[src/rtl/imem_loader.sv]
// imem_loader: boot-time loader that turns a framed byte stream into
// big-endian instruction-word writes and releases the CPU once the
// trailing XOR checksum matches.
module imem_loader #(
  parameter int unsigned BIT_WIDTH  = 32,
  parameter int unsigned ADDR_WIDTH = 6
) (
  input  logic                  i_clk,
  input  logic                  i_rst,
  input  logic                  i_start,
  input  logic [7:0]            i_rx_data,
  input  logic                  i_rx_valid,
  output logic                  o_rx_ready,
  output logic                  o_wr_en,
  output logic [ADDR_WIDTH-1:0] o_wr_addr,
  output logic [BIT_WIDTH-1:0]  o_wr_data,
  output logic                  o_cpu_rst,
  output logic                  o_busy,
  output logic                  o_done,
  output logic                  o_err
);

  localparam int unsigned CNT_W   = 17;
  localparam int unsigned SHIFT_W = BIT_WIDTH - 8;
  localparam logic [CNT_W-1:0] DEPTH = CNT_W'(1) << ADDR_WIDTH;

  typedef enum logic [2:0] {
    S_IDLE,
    S_CNT_HI,
    S_CNT_LO,
    S_DATA,
    S_CSUM,
    S_DONE,
    S_ERR
  } state_t;

  state_t                r_state;
  logic [7:0]            r_cnt_hi;
  logic [CNT_W-1:0]      r_count;
  logic [CNT_W-1:0]      r_words;
  logic [1:0]            r_byte_idx;
  logic [7:0]            r_csum;
  logic [SHIFT_W-1:0]    r_shift;
  logic                  r_rx_ready;
  logic                  r_wr_en;
  logic [ADDR_WIDTH-1:0] r_wr_addr;
  logic [BIT_WIDTH-1:0]  r_wr_data;
  logic                  r_cpu_rst;
  logic                  r_busy;
  logic                  r_done;
  logic                  r_err;

  logic                  w_accept;
  logic [CNT_W-1:0]      w_count;
  logic [CNT_W-1:0]      w_words_next;

  // Byte handshake, 17-bit word count and next words-written value.
  assign w_accept     = i_rx_valid && r_rx_ready;
  assign w_count      = {1'b0, r_cnt_hi, i_rx_data};
  assign w_words_next = CNT_W'(r_words + CNT_W'(1));

  // Frame FSM with registered handshake, write-port and status outputs.
  always_ff @(posedge i_clk) begin
    if (!i_rst) begin
      r_state    <= S_IDLE;
      r_cnt_hi   <= '0;
      r_count    <= '0;
      r_words    <= '0;
      r_byte_idx <= '0;
      r_csum     <= '0;
      r_shift    <= '0;
      r_rx_ready <= 1'b0;
      r_wr_en    <= 1'b0;
      r_wr_addr  <= '0;
      r_wr_data  <= '0;
      r_cpu_rst  <= 1'b0;
      r_busy     <= 1'b0;
      r_done     <= 1'b0;
      r_err      <= 1'b0;
    end else begin
      r_wr_en <= 1'b0;
      r_done  <= 1'b0;

      // Advance the address after each write except the last one, so it never wraps.
      if (r_wr_en && (r_words != r_count)) begin
        r_wr_addr <= ADDR_WIDTH'(r_wr_addr + ADDR_WIDTH'(1));
      end

      case (r_state)
        S_IDLE, S_DONE, S_ERR: begin
          if (i_start) begin
            r_state    <= S_CNT_HI;
            r_rx_ready <= 1'b1;
            r_busy     <= 1'b1;
            r_wr_addr  <= '0;
            r_byte_idx <= '0;
            r_words    <= '0;
            r_csum     <= '0;
            r_err      <= 1'b0;
            r_cpu_rst  <= 1'b0;
          end
        end

        S_CNT_HI: begin
          if (w_accept) begin
            r_cnt_hi <= i_rx_data;
            r_state  <= S_CNT_LO;
          end
        end

        S_CNT_LO: begin
          if (w_accept) begin
            if ((w_count == '0) || (w_count > DEPTH)) begin
              r_state    <= S_ERR;
              r_err      <= 1'b1;
              r_rx_ready <= 1'b0;
              r_busy     <= 1'b0;
            end else begin
              r_count <= w_count;
              r_state <= S_DATA;
            end
          end
        end

        S_DATA: begin
          if (w_accept) begin
            r_csum     <= r_csum ^ i_rx_data;
            r_byte_idx <= 2'(r_byte_idx + 2'd1);
            if (r_byte_idx == 2'd3) begin
              r_wr_data <= {r_shift, i_rx_data};
              r_wr_en   <= 1'b1;
              r_words   <= w_words_next;
              if (w_words_next == r_count) begin
                r_state <= S_CSUM;
              end
            end else begin
              r_shift <= {r_shift[SHIFT_W-9:0], i_rx_data};
            end
          end
        end

        S_CSUM: begin
          if (w_accept) begin
            r_rx_ready <= 1'b0;
            r_busy     <= 1'b0;
            if (i_rx_data == r_csum) begin
              r_state   <= S_DONE;
              r_done    <= 1'b1;
              r_cpu_rst <= 1'b1;
            end else begin
              r_state <= S_ERR;
              r_err   <= 1'b1;
            end
          end
        end

        default: r_state <= S_IDLE;
      endcase
    end
  end

  assign o_rx_ready = r_rx_ready;
  assign o_wr_en    = r_wr_en;
  assign o_wr_addr  = r_wr_addr;
  assign o_wr_data  = r_wr_data;
  assign o_cpu_rst  = r_cpu_rst;
  assign o_busy     = r_busy;
  assign o_done     = r_done;
  assign o_err      = r_err;

endmodule

[config.mk]
export PLATFORM = sky130hd
export DESIGN_NAME = imem_loader
export DESIGN_NICKNAME = d
export VERILOG_FILES = /design/src/rtl/imem_loader.sv
export SDC_FILE = /design/constraint.sdc
export NUM_CORES = 1
export LEC_CHECK = 0
export ABC_AREA = 0
export CORE_MARGIN = 2
export CORE_UTILIZATION = 28
export DETAILED_ROUTE_END_ITERATION = 10
export HOLD_SLACK_MARGIN = 0.12
export SLEW_MARGIN = 25
export SYNTH_ARGS = -nofsm -noshare
export SYNTH_HDL_FRONTEND = slang
export SYNTH_SLANG_ARGS = --single-unit
[constraint.sdc]
create_clock -name i_clk -period 2.59 [get_ports i_clk]
set_input_delay 0.777 -clock i_clk [delete_from_list [all_inputs] [get_ports i_clk]]
set_output_delay 0.777 -clock i_clk [all_outputs]
set_load 0.05 [all_outputs]
==> results.txt <==
The run finished with clean final reports. The tools report the total inserted antenna cells as 0. The worst setup path is of the primary input to register kind.

The post-layout net count was 786. After synthesis, the netlist uses 65 different library cells. The internal power of the cells totals 3.86 mW. The total DRC errors in the routed layout is 0, and the count of warnings emitted by yosys is 0. Dividing total power by cell area gives a power density of 676 mW/mm². The multi-input combinational cell area was 0.00317 mm²; the post-route clock period utilization was 95.9%. Entering global routing, the biggest net connects 62 pins. The global-route congestion overflow total was 0; the endpoint required time on the critical path was 2.90 ns.

After technology mapping, the gate count stands at 691. The via count of the first global-routing pass is 4727. The routed design has 14700 µm of wire. Counting buffers and inverters, the worst setup path is 9 cells deep.

The tools report the number of max-slew violations in the final report as 0. Setup repair after global routing left no endpoint under its margin. Y dimension of the die: 148 µm. The combined buffer and inverter count along the critical path was 3. The run gives 276 as the detailed router's first-iteration violation count. On the worst path, the slowest cell contributes a delay of 0.64 ns.

The cell depth of the worst min-delay path is 2, and the sequential standard cell area is 0.00243 mm². Summed over all failing endpoints, the final setup total negative slack is 0 ns. The critical path goes through clkdlybuf4s50_1 -> buf_4 -> xnor2_1 -> o221ai_1 -> nor4_1 -> buf_4 -> nand3_1 -> nor2b_1 -> o21ba_1. For this configuration, the core starts out at a cell density of 28.6%. The total leakage power came out at 2.64 nW. On the critical path the largest part of the delay comes from buffers and inverters.

Relative to the synthesized area, the layout overhead comes to 32.6%. The number of synthesized flops with an enable pin was 0; the final weighted congestion of routability-driven global placement was 0.864. Summing over every cut layer, the via total after detailed routing is 4973.

Static timing analysis puts the maximum clock frequency at 402 MHz. Final critical path time including I/O delays and setup: 2.48 ns. After routing the design area is 0.00769 mm². The detail route stage leaves a number of antenna-violating nets equal to 0.

When the netlist entered floorplanning its net count stood at 706. The worst-path maximum fanout is 5, and the share of total power in the clock network is 49.2%. The tools report the number of filler instances in the final layout as 2095. The number of I/O pins is 56, and the number of buffers added by the clock tree synthesis step is 17.

The first global-routing pass estimated 24100 µm of wire. The run gives 52 as the site row count. No sink is reached through more buffers than the 2 on the longest clock path. Summed over all nets, the half-perimeter wirelength after detailed placement is 10200 µm. The post-detailed-route wirelength per cell is 14.0 µm, and the reported max-cap violation count is 0. The number of H-tree levels was 4. Clock skew on the completed layout was measured at 0.00807 ns.

The instance area at placement is 0.00697 mm². The cell that appears most often on the critical path is buf_4. The post-synthesis register bit count is 121. In this run the tool buffered the top-level ports with 55 buffer cells.

The run gives 37.7% as the part of the total power dissipated in sequential elements. Net switching is 25.7% of the power. The worst-case reg-to-reg path depth is 7. From left edge to right edge, the die measures 148 µm.

The later pin in the worst-skew pair is clocked with a latency of 0.42 ns. The sort of element at the start of the critical path was a primary input. The final count of negative-setup-slack endpoints was 0. For this run, the total global-route usage over all layers was measured as 13.7%. The tools report the final number of hold-violating endpoints as 0. IR analysis of the VDD net gives a maximum drop of 0.479 mV.

STA puts the critical path data arrival time at 2.80 ns. The tree built by TritonCTS fans out to 121 sinks. The die covers 0.0219 mm². The slowest stage of the critical path belongs to the cell clkdlybuf4s50_1.

Of the total power, combinational logic draws 13.1%. For the pin with the worst max-slew slack, the measured transition is 0.709 ns. After clock tree synthesis, the clock-pin slew on the worst setup and hold paths is 0.06 ns. A synthesized cell averages 8.39 µm². The logs give 0.0203 mm² for the area of the placeable core and 51.5% for the relative slew slack. The total standard cell area after synthesis is 0.00580 mm², and the proportion of synthesized flip-flops having asynchronous set or reset is 0%.

Among all flip-flop cells after synthesis, the most frequent one is dfxtp_1. The first-pass iteration count of the detailed router came out at 5. The via-per-instance ratio was 4.72; the share of the yosys chip area belonging to registers was 41.8%. The post-route netlist has 15.3% of its cells at a drive strength greater than 1.

The worst setup path is captured at a register. The run gives 0 as the number of antenna violations at the first check in global routing. The reported net switching power is 1.33 mW. TritonCTS built the clock tree.

Cell chosen for the clock root: clkbuf_16. The min-delay analysis places its worst path in the category register to register. The number of hold buffers added after CTS was 0.
-- power groups by stage --
stage,Combinational [mW],Sequential (mW),Clock [mW]
2_1_floorplan,0.410,2.00,0
3_3_place_gp,0.661,1.99,0
3_5_place_dp,0.660,1.99,0
4_1_cts,0.670,1.95,2.62
5_1_grt,0.734,1.96,2.70
6_report,0.681,1.96,2.56
-- cells in the mapped netlist, types with 6 or more instances --
cell type  count  area share, %
clkbuf_1      39            2.5
xnor2_1       28            4.2
nor2b_1       24            2.6
dfxtp_1      121             42
nand3_1       13            1.1
buf_2          9           0.78
nand2_1      151            9.8
o21ai_0       26            2.2
nor3_1        10           0.86
nor2_1        30            1.9
and2_1        22            2.4
mux2i_1       19            3.3
a21boi_0      62            8.0
nor4_1         6           0.65
inv_1          7           0.45
xor2_1        18            2.7
a21oi_1       18            1.6
nand4_1        9           0.97
-- timing repair --
action | CTS | global route
pin swaps | 2 | 6
resized for setup | 7 | 17
endpoints found under the hold margin | 0 | 0
endpoints found under the setup margin | 18 | 11
setup buffers | 0 | 1
-- flip-flops by register name (all words and copies together), names as in the netlist --
register and count:
r_count 16, r_shift 24, o_wr_en 1, o_wr_data 32, o_cpu_rst 1, r_byte_idx 2, o_wr_addr 6, r_cnt_hi 8
r_csum 8, o_busy 1, o_done 1, r_state 3, r_words 17, o_err 1
-- logic make-up (layout without fill, tap and decap cells) --
logic type               Yosys count  count (layout)  share of synthesized area [%]
multiplexers                      20              20                           3.48
flip-flops                       121             121                           41.8
buffers and inverters             62             155                           4.73
XOR/XNOR                          46              46                           6.95
adder cells (fa/ha/maj)            3               3                          0.648
AO/OA/AOI/OAI                    143             143                           17.4
AND/OR/NAND/NOR                  296             296                           25.0
-- worst reg2reg max path: cells and delay by family, from the launching register on --
family          cells  cell delay (ns)
mux                 1             0.22
compound gates      1             0.37
flops               1             0.51
simple gates        4             1.03
xor+xnor            1             0.17
-- path summary, 6_finish.rpt --
path,slack (ns),start,endpoint
worst min-delay path,0.46,o_wr_data[19]$_SDFFE_PN0P_,o_wr_data[19]$_SDFFE_PN0P_
worst max-delay path,0.11,i_rx_data[4],o_err$_SDFFE_PN0P_
worst min register to register,0.46,o_wr_data[19]$_SDFFE_PN0P_,o_wr_data[19]$_SDFFE_PN0P_
worst max register to register,0.22,r_words[7]$_SDFFE_PN0P_,r_state[0]$_SDFFE_PN0P_
-- cell usage in the layout, fill, tap and decap left out, drive strengths merged, types with 2 or more instances in the layout --
cell and n:
nand4 11, clkinv 3, o211ai 4, or3 2
a21oi 18, and3 5, xnor2 28, clkbuf 20
o221ai 2, bufinv 4, a211oi 2, and4 2
ha 3, nor4 6, a2111oi 3, dlygate4sd2 3
nor3 11, inv 10, nor2b 25, o311ai 2
buf 62, or4 4, nor2 30, mux2i 19
o21ai 26, dfxtp 121, nand2 151, o31ai 3
nand3 14, nor3b 2, o2111ai 2, and2 22
clkdlybuf4s50 50, nand2b 4, a31oi 5, a21boi 64
clkinvlp 3, xor2 18, o21ba 2
-- per-layer routing --
metal  wire, µm  part of all wire [%]  track usage (%)  vias up
met2       6620                    45             21.6      100
met4        175                   1.2             3.95        0
li1           -                     -                -     2510
met3        674                   4.6             3.55       17
met5          0                     0                0        -
met1       7230                    49             18.6     2346
-- area by class of cell --
cell class | instances | share of cell area, %
clock buffers | 19 | 5.89
clock inverters | 13 | 2.49
inverters | 7 | 0.342
multi-input cells | 508 | 41.2
flip-flops and latches | 121 | 31.6
well taps | 270 | 4.40
repair buffers | 116 | 14.1
-- per-stage QoR --
stage	hold WS [ns]	utilization (%)	std cells	power, mW	worst slack (ns)
5_1_grt	0.481	37.9	1054	5.40	0.000763
6_report	0.461	37.9	1054	5.19	0.105
2_1_floorplan	0.441	-	691	2.41	-0.0316
4_1_cts	0.465	37.6	1053	5.24	0.0120
3_3_place_gp	0.452	34.3	1021	2.65	-0.573
3_5_place_dp	0.456	34.3	1021	2.65	-0.603
Power figures use the tool's default switching activity.
